File: src/rtl/hazard_stall_ctrl_if.sv
// Decode-side request and stall-control response bundle for hazard_stall_ctrl.
// The control block takes the slave side; decode and the bench take the master side.
interface hazard_stall_ctrl_if #(
  parameter int REG_AW = 3
);
  logic              valid_d;
  logic [REG_AW-1:0] ra_d;
  logic [REG_AW-1:0] rb_d;
  logic              use_a;
  logic              use_b;
  logic              we_d;
  logic [REG_AW-1:0] wa_d;
  logic              mem_busy;
  logic              hold;
  logic              issue;
  logic [1:0]        stall_src;
  logic              timeout;
  logic [15:0]       stall_cnt;

  modport master (
    output valid_d, ra_d, rb_d, use_a, use_b, we_d, wa_d, mem_busy,
    input  hold, issue, stall_src, timeout, stall_cnt
  );

  modport slave (
    input  valid_d, ra_d, rb_d, use_a, use_b, we_d, wa_d, mem_busy,
    output hold, issue, stall_src, timeout, stall_cnt
  );
endinterface

File: src/rtl/hazard_stall_ctrl.sv
// Decode stall controller: RAW scoreboard, memory-busy stall, sticky watchdog.
// Optional HOLD-cycle statistics counter built only when STALL_STATS_EN is defined.
module hazard_stall_ctrl #(
  parameter int REG_AW    = 3,
  parameter int DEPTH     = 3,
  parameter int MAX_STALL = 15
) (
  input logic               clk,
  input logic               rst,
  hazard_stall_ctrl_if.slave bus
);
  typedef enum logic [1:0] {RUN = 2'd0, RAW = 2'd1, MEM = 2'd2} src_e;

  localparam logic [8:0] MAX_S = 9'(MAX_STALL);

  logic [DEPTH-1:0]             sb_v;
  logic [DEPTH-1:0][REG_AW-1:0] sb_a;
  logic                         hit_a, hit_b, raw, hold, issue;
  src_e                         state, state_nx;
  logic [7:0]                   run_cnt;
  logic [8:0]                   run_inc;
  logic                         timeout;

  always_comb begin
    hit_a = 1'b0;
    hit_b = 1'b0;
    for (int i = 0; i < DEPTH; i++) begin
      if (sb_v[i] && sb_a[i] == bus.ra_d) hit_a = 1'b1;
      if (sb_v[i] && sb_a[i] == bus.rb_d) hit_b = 1'b1;
    end
  end

  assign raw   = bus.valid_d & ((bus.use_a & hit_a) | (bus.use_b & hit_b));
  assign hold  = ~rst & bus.valid_d & (raw | bus.mem_busy);
  assign issue = ~rst & bus.valid_d & ~hold;

  // A writer becomes visible to hazards only from the cycle after it issues,
  // which is why an instruction reading its own destination never stalls.
  always_ff @(posedge clk) begin
    if (rst) begin
      sb_v <= '0;
      sb_a <= '0;
    end else begin
      sb_v[0] <= bus.we_d & issue;
      sb_a[0] <= (bus.we_d & issue) ? bus.wa_d : '0;
      for (int i = 1; i < DEPTH; i++) begin
        sb_v[i] <= sb_v[i-1];
        sb_a[i] <= sb_a[i-1];
      end
    end
  end

  always_ff @(posedge clk) begin
    if (rst) state <= RUN;
    else     state <= state_nx;
  end

  always_comb begin
    state_nx = RUN;
    if (bus.valid_d && bus.mem_busy) state_nx = MEM;
    else if (raw)                    state_nx = RAW;
  end

  always_comb begin
    bus.stall_src = state;
  end

  assign run_inc = {1'b0, run_cnt} + 9'd1;

  always_ff @(posedge clk) begin
    if (rst) begin
      run_cnt <= '0;
      timeout <= 1'b0;
    end else if (hold) begin
      if (run_cnt != 8'hFF) run_cnt <= run_inc[7:0];
      if (run_inc >= MAX_S) timeout <= 1'b1;
    end else begin
      run_cnt <= '0;
    end
  end

`ifdef STALL_STATS_EN
  logic [15:0] stall_cnt;

  always_ff @(posedge clk) begin
    if (rst)                                stall_cnt <= '0;
    else if (hold && stall_cnt != 16'hFFFF) stall_cnt <= stall_cnt + 16'd1;
  end

  assign bus.stall_cnt = stall_cnt;
`else
  assign bus.stall_cnt = 16'h0000;
`endif

  assign bus.hold    = hold;
  assign bus.issue   = issue;
  assign bus.timeout = timeout;
endmodule

File: src/flat_wrapper.sv
// flat-port wrapper written by rule: the top's interface ports become plain ports
module hazard_stall_ctrl_flat 
#(
  parameter int REG_AW    = 3,
  parameter int DEPTH     = 3,
  parameter int MAX_STALL = 15
)
  (clk, rst, bus_valid_d, bus_ra_d, bus_rb_d, bus_use_a, bus_use_b, bus_we_d, bus_wa_d, bus_mem_busy, bus_hold, bus_issue, bus_stall_src, bus_timeout, bus_stall_cnt);
  hazard_stall_ctrl_if #(.REG_AW(REG_AW)) bus_i ();
  input logic clk;
  input logic rst;
  input wire logic [$bits(bus_i.valid_d)-1:0] bus_valid_d;
  input wire logic [$bits(bus_i.ra_d)-1:0] bus_ra_d;
  input wire logic [$bits(bus_i.rb_d)-1:0] bus_rb_d;
  input wire logic [$bits(bus_i.use_a)-1:0] bus_use_a;
  input wire logic [$bits(bus_i.use_b)-1:0] bus_use_b;
  input wire logic [$bits(bus_i.we_d)-1:0] bus_we_d;
  input wire logic [$bits(bus_i.wa_d)-1:0] bus_wa_d;
  input wire logic [$bits(bus_i.mem_busy)-1:0] bus_mem_busy;
  output wire logic [$bits(bus_i.hold)-1:0] bus_hold;
  output wire logic [$bits(bus_i.issue)-1:0] bus_issue;
  output wire logic [$bits(bus_i.stall_src)-1:0] bus_stall_src;
  output wire logic [$bits(bus_i.timeout)-1:0] bus_timeout;
  output wire logic [$bits(bus_i.stall_cnt)-1:0] bus_stall_cnt;
  assign bus_i.valid_d = bus_valid_d;
  assign bus_i.ra_d = bus_ra_d;
  assign bus_i.rb_d = bus_rb_d;
  assign bus_i.use_a = bus_use_a;
  assign bus_i.use_b = bus_use_b;
  assign bus_i.we_d = bus_we_d;
  assign bus_i.wa_d = bus_wa_d;
  assign bus_i.mem_busy = bus_mem_busy;
  assign bus_hold = bus_i.hold;
  assign bus_issue = bus_i.issue;
  assign bus_stall_src = bus_i.stall_src;
  assign bus_timeout = bus_i.timeout;
  assign bus_stall_cnt = bus_i.stall_cnt;
  hazard_stall_ctrl #(.REG_AW(REG_AW), .DEPTH(DEPTH), .MAX_STALL(MAX_STALL)) u_core (.clk(clk), .rst(rst), .bus(bus_i));
endmodule
File: config.mk
export PLATFORM = sky130hd
export DESIGN_NAME = hazard_stall_ctrl_flat
export DESIGN_NICKNAME = d
export VERILOG_FILES = /design/src/rtl/hazard_stall_ctrl_if.sv /design/src/rtl/hazard_stall_ctrl.sv /design/src/flat_wrapper.sv
export SDC_FILE = /design/constraint.sdc
export NUM_CORES = 1
export LEC_CHECK = 0
export BUFFER_PORTS_ARGS = -buffer_cell sky130_fd_sc_hd__buf_2
export CAP_MARGIN = 5
export CORE_ASPECT_RATIO = 0.6
export CORE_MARGIN = 8
export CORE_UTILIZATION = 50
export DETAILED_ROUTE_END_ITERATION = 10
export PLACE_DENSITY = 0.86
export SYNTH_ARGS = -nofsm -noshare
export SYNTH_HDL_FRONTEND = slang
export SYNTH_SLANG_ARGS = --single-unit
File: constraint.sdc
create_clock -name clk -period 1.8 [get_ports clk]
set_input_delay 0.09 -clock clk [delete_from_list [all_inputs] [get_ports clk]]
set_output_delay 0.09 -clock clk [all_outputs]
set_load 0.05 [all_outputs]
* Yosys cells after proc, flatten, opt, wreduce, memory -nomap -nowiden *
Cells that the tools add are included.

word-level totals
  input port bits = 16
  bits in registers = 23
  logic and storage cells = 48
  output and inout port bits = 21

operators by class
  add/sub/neg operators = 1
  eq/ne operators = 7
  reduce and logical (&&, ||, !) cells = 11
  mux-type cells = 8
  bitwise operators = 12
  magnitude comparators = 1

operator list
  cell                                                               count
  == test 3 bit                                                      6
  adder 8 x 1 -> 9 bit, second input constant                        1
  greater-or-equal comparator 9 x 4 -> 1 bit, second input constant  1
  inequality test 8 bit, second input constant                       1
  AND 1 bit                                                          7
  logical AND 1 bit                                                  7
  two-way mux 1 bit                                                  7
  OR reduction 2 bit                                                 3
  inverter 1 bit                                                     3
  two-way mux 2 bit                                                  1
  OR 1 bit                                                           2
  AND reduction 2 bit                                                1

* Longest topological paths before layout *
Gate-level depths: netlist of run 1.

  depth after elaboration = 15
  depth in mapped cells = 7
  gate-level depth less buffers = 6

* Worst setup path after synthesis of run 1 *
OpenSTA, ideal clock, no wires.

  kind = register -> output
  start point = register u_core.sb_a[0] in the netlist's numbering
  end point = output port bus_issue
  buffers on the path = 0
  slack = -0.642 ns
  stages on the path, launching flop included = 5
  data required time = 1.710 ns
  data arrival time = 2.352 ns
  cell sequence = dfxtp_1 xnor2_1 and4_4 a21o_4 nor4_1

on the way
  word-level cells in the longest chain between the ends = 12
  elaborated cells on any way between the ends = 18
  classes of those cells = eq/ne: 2; mux: 6; bitwise: 8; reduce/logical: 2

RTL lines
  item                                                      line                                              RTL
  start: declaration                                        hazard_stall_ctrl.sv:17                           logic [DEPTH-1:0][REG_AW-1:0] sb_a;
  start signal: indexed assignment                          hazard_stall_ctrl.sv:48                           sb_a[i] <= sb_a[i-1];
  == test 3 bit, on equally long branches                   hazard_stall_ctrl.sv:28, hazard_stall_ctrl.sv:29
  logical AND 1 bit, on equally long branches               hazard_stall_ctrl.sv:28, hazard_stall_ctrl.sv:29
  two-way mux 1 bit, on equally long branches (3 in a row)  hazard_stall_ctrl.sv:28, hazard_stall_ctrl.sv:29
  AND 1 bit                                                 hazard_stall_ctrl.sv:33                           assign raw = bus.valid_d & ((bus.use_a & hit_a) | (bus.use_b & hit_b));
  OR 1 bit (*)                                              hazard_stall_ctrl.sv:33
  AND 1 bit (*)                                             hazard_stall_ctrl.sv:33
  OR 1 bit (*)                                              hazard_stall_ctrl.sv:34                           assign hold = ~rst & bus.valid_d & (raw | bus.mem_busy);
  AND 1 bit (*)                                             hazard_stall_ctrl.sv:34
  inverter 1 bit (*)                                        hazard_stall_ctrl.sv:35                           assign issue = ~rst & bus.valid_d & ~hold;
  AND 1 bit (*)                                             hazard_stall_ctrl.sv:35
  end: declaration                                          flat_wrapper.sv:21                                output wire logic [$bits(bus_i.issue)-1:0] bus_issue;

Mark *: on every way between the ends. The rest lies on a longest branch, timed or not.

* Worst setup path in the final report of run 1 *
  start point = register u_core.sb_a[2] in the netlist's numbering
  end point = output port bus_issue

The elaborated chain is that of the path after synthesis.

==> results.toml, run 1 <==
[sta]
finClkSkew_ns = 0.005429
setup_viol = 0
finalHoldViolations = 0
post-route-min-period_ns = 1.734
fmax_mhz = 576.8
final_max_slew_viol_count = 0
setup_tns_ns = 0
finalCritPeriodShare_pct = 96.31
rsz0062_at_grt = "yes"

[layout]
final_cell_mix = "xnor2_1, dfxtp_1, buf_2"
syn2layout_area_growth_pct = 16.43
final_cell_area_mm2 = 0.001463
final_common_cell = "xnor2_1"
stdcell_count = 194
drive_gt1_share_pct = 25.93
n_antenna_cell = 0
fillCellCount = 189
fin_nets = 181

[power_and_ir_drop]
p_total_mw = 0.9989
power.internal_mw = 0.7211
clkPwrFrac_pct = 29.9
leakagePower_nw = 0.5645
p_per_area_mw_per_mm2 = 683.0
vdd_ir_drop_max_uv = 509.9
swShare_pct = 27.81
p_switching_mw = 0.2778
pwr-share-comb_pct = 18.1
seq_power_share_pct = 52.0

[critical_path]
cp.arrival_ns = 1.64
timing.rr.end = "u_core.bus.timeout"
ff2ff_setup_slack_ns = 0.13
path_class = "reg -> out"
cp_data_required_time_ns = 1.71
worst-path-buf-inv = 2
critPathSlowestCell = "dfxtp_2"
startpoint_type = "flop"
end_kind = "output port"
ff2ff_path_depth = 6
path_cells = "xnor2_1 > nand4_1 > a31oi_4 > buf_4 > nor4_4 > buf_6"
path_max_fanout = 4
crit_family = "simple AND/OR/NAND/NOR gates"
critPathMaxStageDelay_ns = 0.35
reg2reg_from = "u_core.run_cnt[1]"

[clock_tree]
worstSkewPairLatency_ns = 0.26
htree_num_levels = 1
clock_sinks = 23
cts_root_buf = "clkbuf_8"
clkTransAtPathRegs_ns = 0.07
cts_tree = "built"
postCtsHoldBufs = 0
numCtsBuffers = 3
cts_buffer_depth = 2

[synthesis]
avgSynthCellArea_um2 = 9.305
yosysTopAreaCellShare_pct = 36.65
synthTopCellsByArea = "dfxtp_1, xnor2_1, buf_4"
syn_area_mm2 = 0.001256
yosysTopAreaCell = "dfxtp_1"
yosysUniqueCellTypes = 34
synth_seq_cells = 23
ys_warn_count = 0
netlist_instances = 135
synth_seq_area_share_pct = 36.65

[global_routing]
grt_max_degree = 13
globalRouteOverflowTotal = 0
gr-usage-met2_pct = 23.18
grt_use_met1_pct = 16.02
grt_pass1_wl_um = 4443
use_met3_pct = 2.131
first_global_vias = 981
busiest_layer = "met2"
grt_usage_pct = 13.06
antenna_found_initial = 0

[die]
die_h_um = 54.83
die_area_mm2 = 0.004425
die_x_um = 80.71
pin_count = 37
rows = 14
core_mm2 = 0.002452
start_util_pct = 51.22

[place]
dp.cells = 189
dp_hpwl_um = 2265
gp_congestion = 0.9830
placed_area_mm2 = 0.001378
port_buffers = 20

[worst_hold_path]
holdPathStages = 2
hold_path_end = "u_core.bus.stall_src[0]"
hold_path.class = "in -> reg"
holdCritStartpoint = "bus_mem_busy"

[detailed_routing]
wl_per_cell_um = 15.01
vias_per_cell = 5.294
drtAntennaViolNets = 0
num_vias = 1027
drt_iter0_drc = 87
route.detailed.drc = 0
routed_wl_um = 2912
first_pass_iters = 4

[run_status]
status = "finished, final reports clean"

[flow_run]
maxCapViolCount = 0
-- layout make-up --
cell class                      instances  area [µm²]  share of cell area (%)
Inverter                                5       18.77                   1.283
Tap cell                               32       40.04                   2.737
Sequential cell                        23       465.4                   31.82
Multi-Input combinational cell        104       735.7                   50.30
Timing Repair Buffer                   26       157.7                   10.78
Clock buffer                            4       45.04                   3.080
-- worst max-delay path by stage --
stage	from	to	slack (ns)	cells after the start
final	u_core.sb_a[2]	bus_issue	0.07	6
after global routing	u_core.run_cnt[1]	u_core.bus.timeout	-0.005	6
after CTS	u_core.sb_a[1]	bus_hold	0.004	6
after detailed placement	u_core.run_cnt[1]	u_core.bus.timeout	0.15	6
after global placement	u_core.run_cnt[1]	u_core.bus.timeout	0.24	6
after floorplan	u_core.run_cnt[0]	u_core.bus.timeout	0.17	7
-- metrics by stage --
step | utilization [%] | hold WS [ns] | setup WS (ns)
finish | 59.64 | 0.05501 | 0.06640
global route | 59.64 | 0.05668 | -0.005090
CTS | 58.47 | 0.04875 | 0.003558
detailed placement | 56.17 | 0.3179 | 0.1548
global placement | 56.17 | 0.3168 | 0.2432
floorplan | - | 0.1693 | 0.1663
-- per-layer routing --
metal	vias to the layer above	share of wire [%]
met5	-	0
met4	0	1.5
met3	4	6.1
met2	48	47
met1	486	45
li1	489	-
-- registers in the layout, summed over array words and instances (netlist names) --
register              cells
u_core.bus.timeout        1
u_core.run_cnt            8
u_core.sb_v               3
u_core.sb_a               9
u_core.bus.stall_src      2
-- power by group through the flow --
stage	clock, mW	sequential, mW	combinational (mW)
after global placement	0	0.530	0.169
after global routing	0.323	0.520	0.190
final	0.299	0.519	0.181
after CTS	0.304	0.519	0.175
after detailed placement	0	0.530	0.173
after floorplan	0	0.533	0.155
-- kinds of logic (layout without fill, tap and decap cells) --
group	count (synthesis)	after routing	share of synthesized area (%)
mux	1	1	0.7968
xor+xnor	23	23	16.04
buf+inv	23	35	11.65
fa+ha+maj	2	2	1.992
other cells	1	16	0.2985
flops	23	23	36.65
simple gates	45	45	21.61
compound gates	17	17	10.96
-- cell usage after synthesis (all sizes together) --
| library cell | n |
|---|---|
| mux2i | 1 |
| buf | 16 |
| clkbuf | 2 |
| nor2 | 5 |
| o31ai | 1 |
| and2 | 1 |
| xnor2 | 21 |
| a31oi | 4 |
| a21oi | 5 |
| inv | 5 |
| o2bb2ai | 1 |
| nor2b | 9 |
| xor2 | 2 |
| dfxtp | 23 |
| a21o | 2 |
| nand3 | 2 |
| o22ai | 1 |
| nand2 | 5 |
| conb | 1 |
| a21boi | 1 |
| nand2b | 2 |
| a211oi | 2 |
| ha | 2 |
| nor4 | 3 |
| nand3b | 1 |
| or2 | 1 |
| nor3 | 3 |
| and4 | 5 |
| nand4 | 6 |
| and3 | 2 |
-- worst reg2reg max path: cells and delay by family, from the launching register on --
| kind | cells | cell delay [ns] |
|---|---|---|
| AOI/OAI and AO/OA | 2 | 0.32 |
| adders and majority gates | 1 | 0.25 |
| DFF | 1 | 0.42 |
| and+or+nand+nor | 3 | 0.56 |
-- repair_timing --
item                       CTS  global route
setup buffers                0             1
gates resized for setup      5             6
setup endpoints to repair    2             3
pin swaps                    0             1
Power figures use the tool's default switching activity.
==> run 2: changes to the inputs <==
ABC_AREA = 1   (was unset)
CORE_UTILIZATION = 52   (was 50)
PLACE_DENSITY = 0.87   (was 0.86)
==> run 2 against run 1 <==
Die area grew 5.4%. Clock skew is 0.0023 ns higher. Wire length rose by 0.27%. Utilization increased by 1.0 points. Largest cell class unchanged. Clock-buffer cell count is the same. Power grew 1.2%.
==> results.toml, run 2 <==
[run_status]
status = "finished, final reports clean"

[critical_path]
end_kind = "output port"
path_class = "reg -> out"
path_max_fanout = 3
startpoint_type = "flop"
crit_top_cell = "nand2_1"
critPathSlowestCell = "dfxtp_2"
cp.arrival_ns = 1.60
path_cells = "inv_1 > nand2_1 > nand2_1 > nor2_1 > nand2_1 > nand3_1 > nand2_2 > nand3_4 > nor2_4 > buf_4"
cp_data_required_time_ns = 1.71
critPathMaxStageDelay_ns = 0.33
ff2ff_setup_slack_ns = 0.23

[detailed_routing]
drt_iter0_drc = 106
routed_wl_um = 2920
route.detailed.drc = 0
vias_per_cell = 4.508
drtAntennaViolNets = 0
first_pass_iters = 4
num_vias = 1190
wl_per_cell_um = 11.06

[power_and_ir_drop]
p_per_area_mw_per_mm2 = 655.8
p_total_mw = 1.011
vdd_ir_drop_max_uv = 417.9
leakagePower_nw = 0.7683

[die]
pin_count = 37
die_x_um = 82.99
rows = 14
die_h_um = 56.20
core_mm2 = 0.002540
die_area_mm2 = 0.004664
start_util_pct = 55.12

[flow_run]
maxCapViolCount = 0

[sta]
finClkSkew_ns = 0.007776
setup_viol = 0
finalHoldViolations = 0
finalCritPeriodShare_pct = 93.93
final_max_slew_viol_count = 0
rsz0062_at_grt = "yes"
setup_tns_ns = 0
fmax_mhz = 591.5
post-route-min-period_ns = 1.691

[synthesis]
yosysTopAreaCellShare_pct = 32.89
synth_seq_area_share_pct = 32.89
synth_seq_cells = 23
yosysUniqueCellTypes = 26
yosysMostFrequentCell = "nand2_1"
syn_area_mm2 = 0.001400
synth_commonest_cells = "nand2_1, nor2_1, inv_1"
synthTopCellsByArea = "dfxtp_1, nand2_1, nor2_1"
synth-edff-count = 0
synth_async_sr_flop_share_pct = 0
yosysTopAreaCell = "dfxtp_1"
avgSynthCellArea_um2 = 6.699
ys.flop_type = "dfxtp_1"
netlist_instances = 209
ys_warn_count = 0

[place]
dp_hpwl_um = 2412
port_buffers = 20
gp_congestion = 0.8956

[global_routing]
grt_usage_pct = 13.00
gr-usage-met2_pct = 18.87
busiest_layer = "met2"
antenna_found_initial = 0
grt_pass1_wl_um = 5057
grt_max_degree = 13
globalRouteOverflowTotal = 0
first_global_vias = 1115
grt_use_met1_pct = 16.72
use_met3_pct = 6.287

[layout]
final_common_cell = "nand2_1"
n_antenna_cell = 0
drive_gt1_share_pct = 23.71
largest_register_ffs = 9
final_cell_mix = "nand2_1, nor2_1, inv_1"
top_register = "u_core.sb_a"
reg_top3 = "u_core.sb_a (9), u_core.run_cnt (8), u_core.sb_v (3)"
syn2layout_area_growth_pct = 10.10
fin_nets = 251

[clock_tree]
numCtsBuffers = 3
cts_buffer_depth = 2
clkTransAtPathRegs_ns = 0.07
post-cts-setup-buffer-count = 0
cts_root_buf = "clkbuf_8"
clock_sinks = 23
worstSkewPairLatency_ns = 0.27
cts_tree = "built"
htree_num_levels = 1

[worst_hold_path]
hold_path.class = "in -> reg"
## run 2: changes by cell type after synthesis, sizes merged, moves of 4 or more
cell and delta:
nand3 +7, inv +26, a31oi -4, and4 -5, nor2b -9, nand2 +63
nor2 +35, nand4 -6, xnor2 -18
## run 2: stage by stage
step / setup slack (ns) / std cells / hold slack (ns) / utilization (%) / area, µm²
4_1_cts: 0.03643 / 264 / 0.04395 / 60.20 / 1529
2_1_floorplan: 0.4229 / 224 / 0.1685 / - / 1456
5_1_grt: -0.01354 / 264 / 0.04189 / 60.69 / 1541
3_5_place_dp: 0.2883 / 259 / 0.2810 / 57.93 / 1471
6_report: 0.1093 / 264 / 0.03998 / 60.69 / 1541
3_3_place_gp: 0.3535 / 259 / 0.2800 / 57.93 / 1471
## run 2: logic make-up after synthesis
group                    Yosys count  share of synthesized area, %
AO/OA/AOI/OAI                     10                         5.362
XOR/XNOR                           4                         2.503
adder cells (fa/ha/maj)            2                         1.787
buffers and inverters             49                         17.52
flip-flops                        23                         32.89
other                              1                        0.2678
AND/OR/NAND/NOR                  120                         39.68
## run 2: worst paths after layout
kind                          start            endpoint  depth (start not counted)
setup / recovery     u_core.sb_a[0]           bus_issue                         10
hold / removal          bus_wa_d[0]      u_core.sb_a[0]                          3
setup reg to reg  u_core.run_cnt[0]  u_core.bus.timeout                          9
hold reg to reg      u_core.sb_v[0]      u_core.sb_v[1]                          2
## run 2: per-layer routing
metal / vias to the layer above / wire length, µm
li1: 631 / -
met1: 508 / 1441
met2: 47 / 1145
met3: 4 / 308
met4: 0 / 24
met5: - / 0
## run 2: report_power, final
group | leakage (nW) | switching, mW | internal [mW] | total, mW
logic | 0.557 | 0.140 | 0.0384 | 0.178
clock network | 0.0228 | 0.156 | 0.158 | 0.314
registers | 0.188 | 0.00408 | 0.514 | 0.518
## run 2: area by class of cell
| cell class | count | area (µm²) |
|---|---|---|
| repair buffers | 21 | 118.9 |
| well taps | 32 | 40.04 |
| flip-flops and latches | 23 | 466.7 |
| fillers | 245 | 998.5 |
| clock buffers | 4 | 45.04 |
| multi-input cells | 152 | 750.7 |
| inverters | 32 | 120.1 |
## run 2: worst max-delay path: cells and delay by family, from the launching register on
kind                   cells  cell delay (ns)
buffers and inverters      2             0.32
and+or+nand+nor            8             0.69
DFF                        1             0.33
## run 2: timing repair
| action | in CTS | in global routing |
|---|---|---|
| hold endpoints to repair | 1 | 0 |
| resized for setup | 1 | 8 |
| pin swaps | 0 | 0 |
| hold buffers | 1 | 0 |
| endpoints found under the setup margin | 1 | 2 |
